### src/rtl/alu_share_arb.sv
// Shares one combinational ALU between two requesters through a one-deep issue stage
// and per-requester response buffers. Define ALU_ARB_FIXED_PRIO_EN to select fixed priority.
module alu_share_arb #(
  parameter int unsigned OP_W = 16
) (
  input  logic              clk,
  input  logic              n_reset,
  input  logic [1:0]        req_valid_i,
  output logic [1:0]        req_ready_o,
  input  logic [63:0]       req_rd_i,
  input  logic [63:0]       req_rs_i,
  input  logic [2*OP_W-1:0] req_op_i,
  output logic [1:0]        resp_valid_o,
  input  logic [1:0]        resp_ready_i,
  output logic [63:0]       resp_result_o,
  output logic [1:0]        resp_jump_o,
  output logic [31:0]       alu_rd_o,
  output logic [31:0]       alu_rs_o,
  output logic [OP_W-1:0]   alu_op_o,
  input  logic [31:0]       alu_result_i,
  input  logic              alu_jump_i,
  output logic              busy_o
);

  localparam int unsigned N_REQ  = 2;
  localparam int unsigned DATA_W = 32;

  typedef enum logic [1:0] {
    S_IDLE   = 2'd0,
    S_ISSUED = 2'd1,
    S_RESP   = 2'd2
  } state_e;

  state_e     state_q [N_REQ];
  state_e     state_d [N_REQ];
  logic [1:0] elig;
  logic [1:0] grant;
  logic       accept;
  logic       win;
  logic       owner_q;

  // Eligibility and arbitration; a requester with an operation in flight is never eligible
`ifdef ALU_ARB_FIXED_PRIO_EN
  always_comb begin
    for (int k = 0; k < N_REQ; k++) begin
      elig[k] = req_valid_i[k] && (state_q[k] == S_IDLE);
    end
    grant = 2'b00;
    if (elig[0]) begin
      grant = 2'b01;
    end else if (elig[1]) begin
      grant = 2'b10;
    end
  end
`else
  logic last_grant_q;

  always_comb begin
    for (int k = 0; k < N_REQ; k++) begin
      elig[k] = req_valid_i[k] && (state_q[k] == S_IDLE);
    end
    grant = elig;
    if (elig == 2'b11) begin
      grant = last_grant_q ? 2'b01 : 2'b10;
    end
  end

  always_ff @(posedge clk or negedge n_reset) begin
    if (!n_reset) begin
      last_grant_q <= 1'b1;
    end else if (accept) begin
      last_grant_q <= win;
    end
  end
`endif

  assign req_ready_o = grant;
  assign accept      = |grant;
  assign win         = grant[1];

  // Per-requester FSM state register
  always_ff @(posedge clk or negedge n_reset) begin
    if (!n_reset) begin
      for (int k = 0; k < N_REQ; k++) begin
        state_q[k] <= S_IDLE;
      end
    end else begin
      for (int k = 0; k < N_REQ; k++) begin
        state_q[k] <= state_d[k];
      end
    end
  end

  // Per-requester FSM next state
  always_comb begin
    for (int k = 0; k < N_REQ; k++) begin
      state_d[k] = state_q[k];
      unique case (state_q[k])
        S_IDLE:   if (grant[k]) state_d[k] = S_ISSUED;
        S_ISSUED: if (busy_o && (owner_q == 1'(k))) state_d[k] = S_RESP;
        S_RESP:   if (resp_ready_i[k]) state_d[k] = S_IDLE;
        default:  state_d[k] = S_IDLE;
      endcase
    end
  end

  // Per-requester FSM outputs
  always_comb begin
    resp_valid_o = 2'b00;
    for (int k = 0; k < N_REQ; k++) begin
      resp_valid_o[k] = (state_q[k] == S_RESP);
    end
  end

  // Issue stage: operands hold their last value while the stage is empty
  always_ff @(posedge clk or negedge n_reset) begin
    if (!n_reset) begin
      busy_o   <= 1'b0;
      owner_q  <= 1'b0;
      alu_rd_o <= '0;
      alu_rs_o <= '0;
      alu_op_o <= '0;
    end else begin
      busy_o <= accept;
      if (accept) begin
        owner_q  <= win;
        alu_rd_o <= win ? req_rd_i[2*DATA_W-1:DATA_W] : req_rd_i[DATA_W-1:0];
        alu_rs_o <= win ? req_rs_i[2*DATA_W-1:DATA_W] : req_rs_i[DATA_W-1:0];
        alu_op_o <= win ? req_op_i[2*OP_W-1:OP_W] : req_op_i[OP_W-1:0];
      end
    end
  end

  // Capture the ALU output into the owner's response buffer
  always_ff @(posedge clk or negedge n_reset) begin
    if (!n_reset) begin
      resp_result_o <= '0;
      resp_jump_o   <= 2'b00;
    end else if (busy_o) begin
      if (owner_q) begin
        resp_result_o[2*DATA_W-1:DATA_W] <= alu_result_i;
        resp_jump_o[1]                   <= alu_jump_i;
      end else begin
        resp_result_o[DATA_W-1:0] <= alu_result_i;
        resp_jump_o[0]            <= alu_jump_i;
      end
    end
  end

endmodule

### config.mk
export PLATFORM = sky130hd
export DESIGN_NAME = alu_share_arb
export DESIGN_NICKNAME = d
export VERILOG_FILES = /design/src/rtl/alu_share_arb.sv
export SDC_FILE = /design/constraint.sdc
export NUM_CORES = 1
export LEC_CHECK = 0
export ABC_AREA = 1
export CAP_MARGIN = 10
export CORE_AREA = 10 10 192 104
export CTS_CLUSTER_SIZE = 24
export DETAILED_ROUTE_END_ITERATION = 10
export DIE_AREA = 0 0 202 114
export PLACE_DENSITY = 0.85
export SLEW_MARGIN = 20
export SYNTH_ARGS = -nofsm -noshare
export SYNTH_HDL_FRONTEND = slang
export SYNTH_SLANG_ARGS = --single-unit
### constraint.sdc
create_clock -name clk -period 2.6 [get_ports clk]
set_clock_uncertainty 0.15 [all_clocks]
set_input_delay 0.52 -clock clk [delete_from_list [all_inputs] [get_ports clk]]
set_output_delay 0.52 -clock clk [all_outputs]
set_load 0.03 [all_outputs]
==> summary.txt, run 1 <==
Detailed routing
  – Antenna Nets Post-Route: 0
  – Post-DR wirelength/cell: 18.50 um
  – Via count: 7236
  – Drt first pass iters: 5
  – Detailed-route DRC error count: 0
  – Initial DRC count: 556
  – Final WL: 26990 um
  – Vias per inst: 4.960

Timing
  – Tcrit/Tclk final: 91.85%
  – Hold_ws: 0.3410 ns
  – Slew HR: 50.29%
  – Final setup viols: 0
  – Hold Vio Cnt, Final: 0
  – Total negative setup slack: 0 ns
  – Fmax: 0.4188 GHz
  – Crit path time final: 2.388 ns
  – RSZ-0062 raised after global routing: false
  – Worst-margin pin slew: 0.7457 ns
  – Max-slew violations: 0

Clock tree
  – Setup bufs post-CTS: 0
  – Max clock buf depth: 2
  – TritonCTS clock tree: done
  – Root Driver: clkbuf_16
  – CTS clk-pin slew, worst paths: 0.06 ns
  – PostCTS Resize Cnt: 0
  – Clk_lat worst skew: 0.41 ns
  – H-Tree Depth: 4
  – Cts hold-fix bufs: 1
  – Clock sinks: 153
  – CTS Buf Count: 17

Pwr
  – Worst VDD drop: 709.4 uV
  – Pwr/cell area: 1352 nW/um2
  – Static leakage: 5.441 nW
  – Overall Power: 15.53 mW

Critical path
  – Worst EP arrival: 1.72 ns
  – CP Cell Sequence: inv_1 > nor2_1 > clkdlybuf4s50_1
  – Max incr delay on CP: 0.71 ns
  – Setup CP Type: reg2out
  – Crit path buffers/inverters: 2
  – Critical path peak fanout: 3
  – Critical-path top delay cell: clkdlybuf4s50_1
  – R2r setup slk: 0.84 ns
  – Largest delay share family, worst path: buffers and inverters
  – Crit. End Element: output port
  – Element type at the critical path start: flop
  – Critical path required time: 1.93 ns

Floorplan
  – Die Area: 23030 um2
  – Std-Cell Rows: 34
  – I/O pin count: 350
  – Initial Utilization: 42.82%
  – DIE HEIGHT: 114 um
  – Die width: 202 um
  – Core ar.: 16800 um2

Logic synthesis
  – Sequential area share after synthesis: 53.23%
  – Mapped Area: 7196 um2
  – Yosys warns: 0
  – Syn nets: 1097
  – Syn avg cell area: 8.013 um2
  – Yosys cell types: 19
  – Seq cells post-synth: 153
  – Cells after Synth: 898

Final layout
  – Register area: 3830 um2
  – Fill count: 1293
  – Design area: 11490 um2
  – Multi-input logic area: 2566 um2
  – P&R area growth vs syn: 59.69%
  – Antenna cell count: 0
  – Post-layout net count: 1413
  – Fraction of layout cells with a size suffix above 1: 5.306%

Global routing
  – First-pass GRT wire length: 42060 um
  – Pin count of the biggest net entering global routing: 163
  – Total gr overflow: 0
  – Initial antenna violation count: 0
  – Vias in the first global route: 7143
  – GRT Total Usage: 22.91%

Placed design
  – GP Congestion: 0.8399
  – Post-DP Area: 10850 um2
  – DPL Wire Length: 19630 um
  – # port buffers: 349

Status
  – Status: complete, no violations

Run
  – Max_cap viols: 0

Worst hold path
  – Hold WC Path Type: reg2reg
state kept, by name (all words and copies together) (netlist names), 2 cells and up:
| signal | flops |
|---|---|
| alu_rs_o | 32 |
| state_q | 4 |
| resp_jump_o | 2 |
| alu_rd_o | 32 |
| resp_result_o | 64 |
| alu_op_o | 16 |
worst paths after layout:
path,end,startpoint,cells after the start
max reg2reg,alu_rd_o[10]$_DFFE_PN0P_,state_q[2]$_DFFE_PN0P_,6
min,resp_result_o[58]$_DFFE_PN0P_,resp_result_o[58]$_DFFE_PN0P_,2
max in group asynchronous,alu_rd_o[24]$_DFFE_PN0P_,n_reset,3
min in group asynchronous,resp_result_o[50]$_DFFE_PN0P_,n_reset,2
max,resp_valid_o[0],state_q[3]$_DFFE_PN0P_,3
min reg2reg,resp_result_o[58]$_DFFE_PN0P_,resp_result_o[58]$_DFFE_PN0P_,2
Yosys cell counts (all sizes together):
cell      n  area share (%)
nand3   244              17
buf      43             3.8
clkbuf   22             1.1
o31ai     2            0.21
inv     122             6.4
nand2   157             8.6
o21ai    69             4.8
dfstp     1            0.37
dfrtp   152              53
nor2     86             4.7
placed cells by master, fill, tap and decap left out:
master and n:
clkinv_4 1, dfrtp_1 152, nand3_4 2, o31ai_1 2
buf_6 1, clkdlybuf4s50_1 346, nor2_1 84, dfstp_2 1
buf_12 10, o21ai_0 3, inv_1 116, clkinv_2 1
bufinv_16 5, nor2_4 2, clkbuf_16 17, clkinvlp_4 2
nand2_4 1, inv_6 2, clkbuf_1 2, nand2_2 10
nand2_1 146, dlygate4sd3_1 1, buf_4 4, o21ai_1 66
inv_2 6, nand3_1 242
power by group:
| part | internal [mW] | switching [mW] |
|---|---|---|
| combinational | 3.31 | 5.28 |
| clock | 1.70 | 0.997 |
| sequential | 3.57 | 0.668 |
| total | 8.58 | 6.95 |
per-layer routing:
layer | global-route usage [%] | vias up | wire [um]
met2 | 36.28 | 299 | 12810
li1 | - | 3488 | -
met1 | 29.44 | 3427 | 11140
met5 | 0 | - | 0
met4 | 6.322 | 0 | 396
met3 | 7.727 | 22 | 2638
cell families (layout without fill, tap and decap cells):
kind of cell | Yosys count | count (layout) | share of synthesized area [%]
AO/OA/AOI/OAI | 71 | 71 | 5.008
buffers and inverters | 187 | 514 | 11.35
flip-flops | 153 | 153 | 53.23
AND/OR/NAND/NOR | 487 | 487 | 30.41
tightest hold or removal path: cells and delay by family (launching register included):
kind,cells,cell delay (ns)
flops,1,0.34
compound gates,1,0.06
simple gates,1,0.05
final cells by class:
type | count | share of cell area [%]
tap | 234 | 2.548
clock inverter | 11 | 1.709
inverter | 122 | 3.985
timing repair buffer | 362 | 32.33
sequential | 153 | 33.33
clock buffer | 19 | 3.767
multi-input combinational | 558 | 22.33
per-stage QoR:
stage | setup slack (ns) | util (%) | instances
finish | 0.2119 | 68.38 | 1459
global route | 0.1627 | 68.38 | 1459
CTS | 0.2034 | 68.38 | 1459
detailed placement | 0.3045 | 64.58 | 1428
global placement | 0.3244 | 64.58 | 1428
floorplan | 0.7440 | - | 898
Note: power is estimated with default switching activity, not from simulation.
==> inputs of run 2 (changes only) <==
--- a/config.mk
+++ b/config.mk
@@ -7,11 +7,11 @@
 export LEC_CHECK = 0
 export ABC_AREA = 1
 export CAP_MARGIN = 10
-export CORE_AREA = 10 10 192 104
+export CORE_AREA = 2 2 137 139
 export CTS_CLUSTER_SIZE = 24
 export DETAILED_ROUTE_END_ITERATION = 10
-export DIE_AREA = 0 0 202 114
-export PLACE_DENSITY = 0.85
+export DIE_AREA = 0 0 139 141
+export DONT_BUFFER_PORTS = 1
 export SLEW_MARGIN = 20
 export SYNTH_ARGS = -nofsm -noshare
 export SYNTH_HDL_FRONTEND = slang
==> run 2 against run 1 <==
  * Via count shrank 19%
  * Critical endpoint is now req_ready_o[0]
  * Highest routed layer unchanged
  * Core utilization shrank 25 points
  * Worst hold slack lost 0.70 ns
  * Combinational power shrank 61%
  * The flow now finishes with violations (negative hold slack)
  * Maximum frequency grew 0.67%
==> summary.txt, run 2 (synthesis gave the netlist of run 1 again) <==
Pwr
  – Combinational power share: 26.6% (-29 points)
  – Worst VDD drop: 736.4 uV (+3.8%)
  – Switching Share: 51.91% (+7.2 points)
  – Sw power: 6.494 mW (-6.5%)
  – Clock share of power: 19.7% (+2.3 points)
  – Seq pwr share: 53.7% (+26 points)
  – Static leakage: 4.042 nW (-26%)
  – Pwr/cell area: 1588 nW/um2 (+17%)
  – Internal: 6.015 mW (-30%)

Placed design
  – DPL Wire Length: 12810 um (-35%)
  – # port buffers: 0 (-100%)
  – GP Congestion: 0.7732 (-7.9%)
  – Pre-CTS WS: 0.6062 ns (+0.3017 ns)
  – Post-DP Area: 7282 um2 (-33%)

Detailed routing
  – Drt first pass iters: 4 (-1)
  – Post-DR wirelength/cell: 17.77 um (-3.9%)
  – Detailed-route DRC error count: 0 (unchanged)
  – Final WL: 19690 um (-27%)
  – Initial DRC count: 413 (-26%)
  – Vias per inst: 5.271 (+6.3%)
  – Antenna Nets Post-Route: 0 (unchanged)
  – Via count: 5840 (-19%)

Timing
  – Total negative setup slack: 0 ns (unchanged)
  – Hold_ws: -0.3571 ns (-0.6981 ns)
  – Crit path time final: 2.372 ns (-0.01580 ns)
  – Final worst slack: 0.2278 ns (+0.01580 ns)
  – Max-slew violations: 0 (unchanged)
  – RSZ-0062 raised after global routing: false
  – Hold Vio Cnt, Final: 153 (+153)
  – Fmax: 0.4215 GHz (+0.67%)
  – Final setup viols: 0 (unchanged)
  – Slew HR: 37.79% (-12 points)
  – Tcrit/Tclk final: 91.24% (-0.61 points)
  – Worst-margin pin slew: 0.9331 ns (+0.1875 ns)

Final layout
  – Largest regs: resp_result_o (64), alu_rd_o (32), alu_rs_o (32)
  – Post-layout net count: 1060 (-25%)
  – Antenna cell count: 0 (unchanged)
  – Commonest non-fill, non-tap cell in the layout: nand3_1
  – Layout Utilization: 43.12% (-25 points)
  – Most flop-heavy register: resp_result_o
  – Fraction of layout cells with a size suffix above 1: 7.208% (+1.9 points)
  – P&R area growth vs syn: 9.477%
  – Design area: 7878 um2 (-31%)
  – Most frequent cells in the layout: nand3_1, dfrtp_1, nand2_1
  – Max reg flops: 64 (unchanged)

Global routing
  – GRT Total Usage: 20.24% (-2.7 points)
  – Initial antenna violation count: 0 (unchanged)
  – Met1 Resource Use GR: 25.42% (-4.0 points)
  – Total gr overflow: 0 (unchanged)
  – Met2 Track Usage GR: 31.89% (-4.4 points)
  – Pin count of the biggest net entering global routing: 163 (unchanged)
  – Met3 GRT Util: 8.798% (+1.1 points)
  – GRT Max-Usage Layer: met2
  – Vias in the first global route: 5685 (-20%)
  – First-pass GRT wire length: 31630 um (-25%)

Critical path
  – Largest delay share family, worst path: flip-flops
  – Crit. End Element: output port
  – Element type at the critical path start: flop
  – Critical path required time: 1.93 ns (about the same)
  – Max incr delay on CP: 0.40 ns (-0.31 ns)
  – Critical-path top delay cell: dfrtp_1
  – Worst EP arrival: 1.70 ns (-0.02 ns)
  – CP Cell Sequence: inv_2 > nand3_4 > o21ai_1 > inv_1
  – Crit path buffers/inverters: 2 (unchanged)
  – Critical path peak fanout: 26 (+23)
  – Setup CP Type: reg2out

Clock tree
  – Clk_lat worst skew: 0.42 ns (about the same)
  – Clock sinks: 153 (unchanged)
  – TritonCTS clock tree: done
  – H-Tree Depth: 4 (unchanged)
  – CTS clk-pin slew, worst paths: 0.07 ns (about the same)
  – Setup bufs post-CTS: 0 (unchanged)
  – Max clock buf depth: 2 (unchanged)
  – CTS Buf Count: 17 (unchanged)
  – PostCTS Resize Cnt: 0 (unchanged)
  – Root Driver: clkbuf_16

Status
  – Failing checks: negative hold slack
  – Status: complete, but fails checks

Floorplan
  – I/O pin count: 350 (unchanged)
  – Core ar.: 18270 um2 (+8.7%)
  – Die Area: 19600 um2 (-15%)
  – Die width: 139 um (-31%)
  – Initial Utilization: 39.39% (-3.4 points)
  – DIE HEIGHT: 141 um (+24%)
  – Std-Cell Rows: 50 (+47%)

Run
  – Max_cap viols: 0 (unchanged)

Worst hold path
  – Hold WC Path Type: in2async
[run 2: changes by cell type in the layout (fill, tap and decap cells not counted), sizes merged]
| cell | delta |
|---|---|
| buf | -6 |
| clkdlybuf4s50 | -346 |
| clkinv | +4 |
| inv | +6 |
| clkinvlp | -1 |
| clkbuf | -2 |
| dlygate4sd3 | -1 |
| bufinv | -5 |
[run 2: area by class of cell]
| class | instances | area [um2] |
|---|---|---|
| inverters | 122 | 457.9 |
| fillers | 1847 | 10390 |
| multi-input cells | 558 | 2571 |
| well taps | 234 | 292.8 |
| clock buffers | 17 | 425.4 |
| flip-flops and latches | 153 | 3830 |
| clock inverters | 15 | 170.2 |
| repair buffers | 9 | 130.1 |
[run 2: through the flow]
stage | cells | power (mW)
after CTS | 1108 | 12.66
after floorplan | 898 | 9.248
after global routing | 1108 | 13.36
after global placement | 1076 | 10.07
after detailed placement | 1076 | 10.15
final | 1108 | 12.51
[run 2: worst paths after layout]
| check | from | to | slack [ns] | cells past startpoint |
|---|---|---|---|---|
| max | state_q[0]$_DFFE_PN0P_ | req_ready_o[0] | 0.23 | 4 |
| min | n_reset | resp_result_o[43]$_DFFE_PN0P_ | -0.36 | 0 |
| max reg2reg | state_q[2]$_DFFE_PN0P_ | alu_rs_o[23]$_DFFE_PN0P_ | 0.69 | 5 |
| min reg2reg | last_grant_q$_DFFE_PN1P_ | last_grant_q$_DFFE_PN1P_ | 0.36 | 2 |
| max in group asynchronous | n_reset | last_grant_q$_DFFE_PN1P_ | 2.45 | 0 |
| min in group clk | resp_ready_i[0] | state_q[3]$_DFFE_PN0P_ | 0.04 | 1 |
[run 2: per-layer routing]
metal | vias up | share of wire [%] | wire, um
li1 | 2785 | - | -
met1 | 2764 | 40 | 7942
met2 | 271 | 48 | 9522
met3 | 20 | 9.9 | 1946
met4 | 0 | 1.4 | 280
met5 | - | 0 | 0
[run 2: power groups by stage]
stage / Clock (mW) / Combinational (mW) / Sequential [mW]
after floorplan: 0 / 2.84 / 6.40
after global placement: 0 / 3.30 / 6.77
after detailed placement: 0 / 3.39 / 6.76
after CTS: 2.53 / 3.39 / 6.74
after global routing: 2.64 / 3.86 / 6.86
final: 2.46 / 3.33 / 6.72
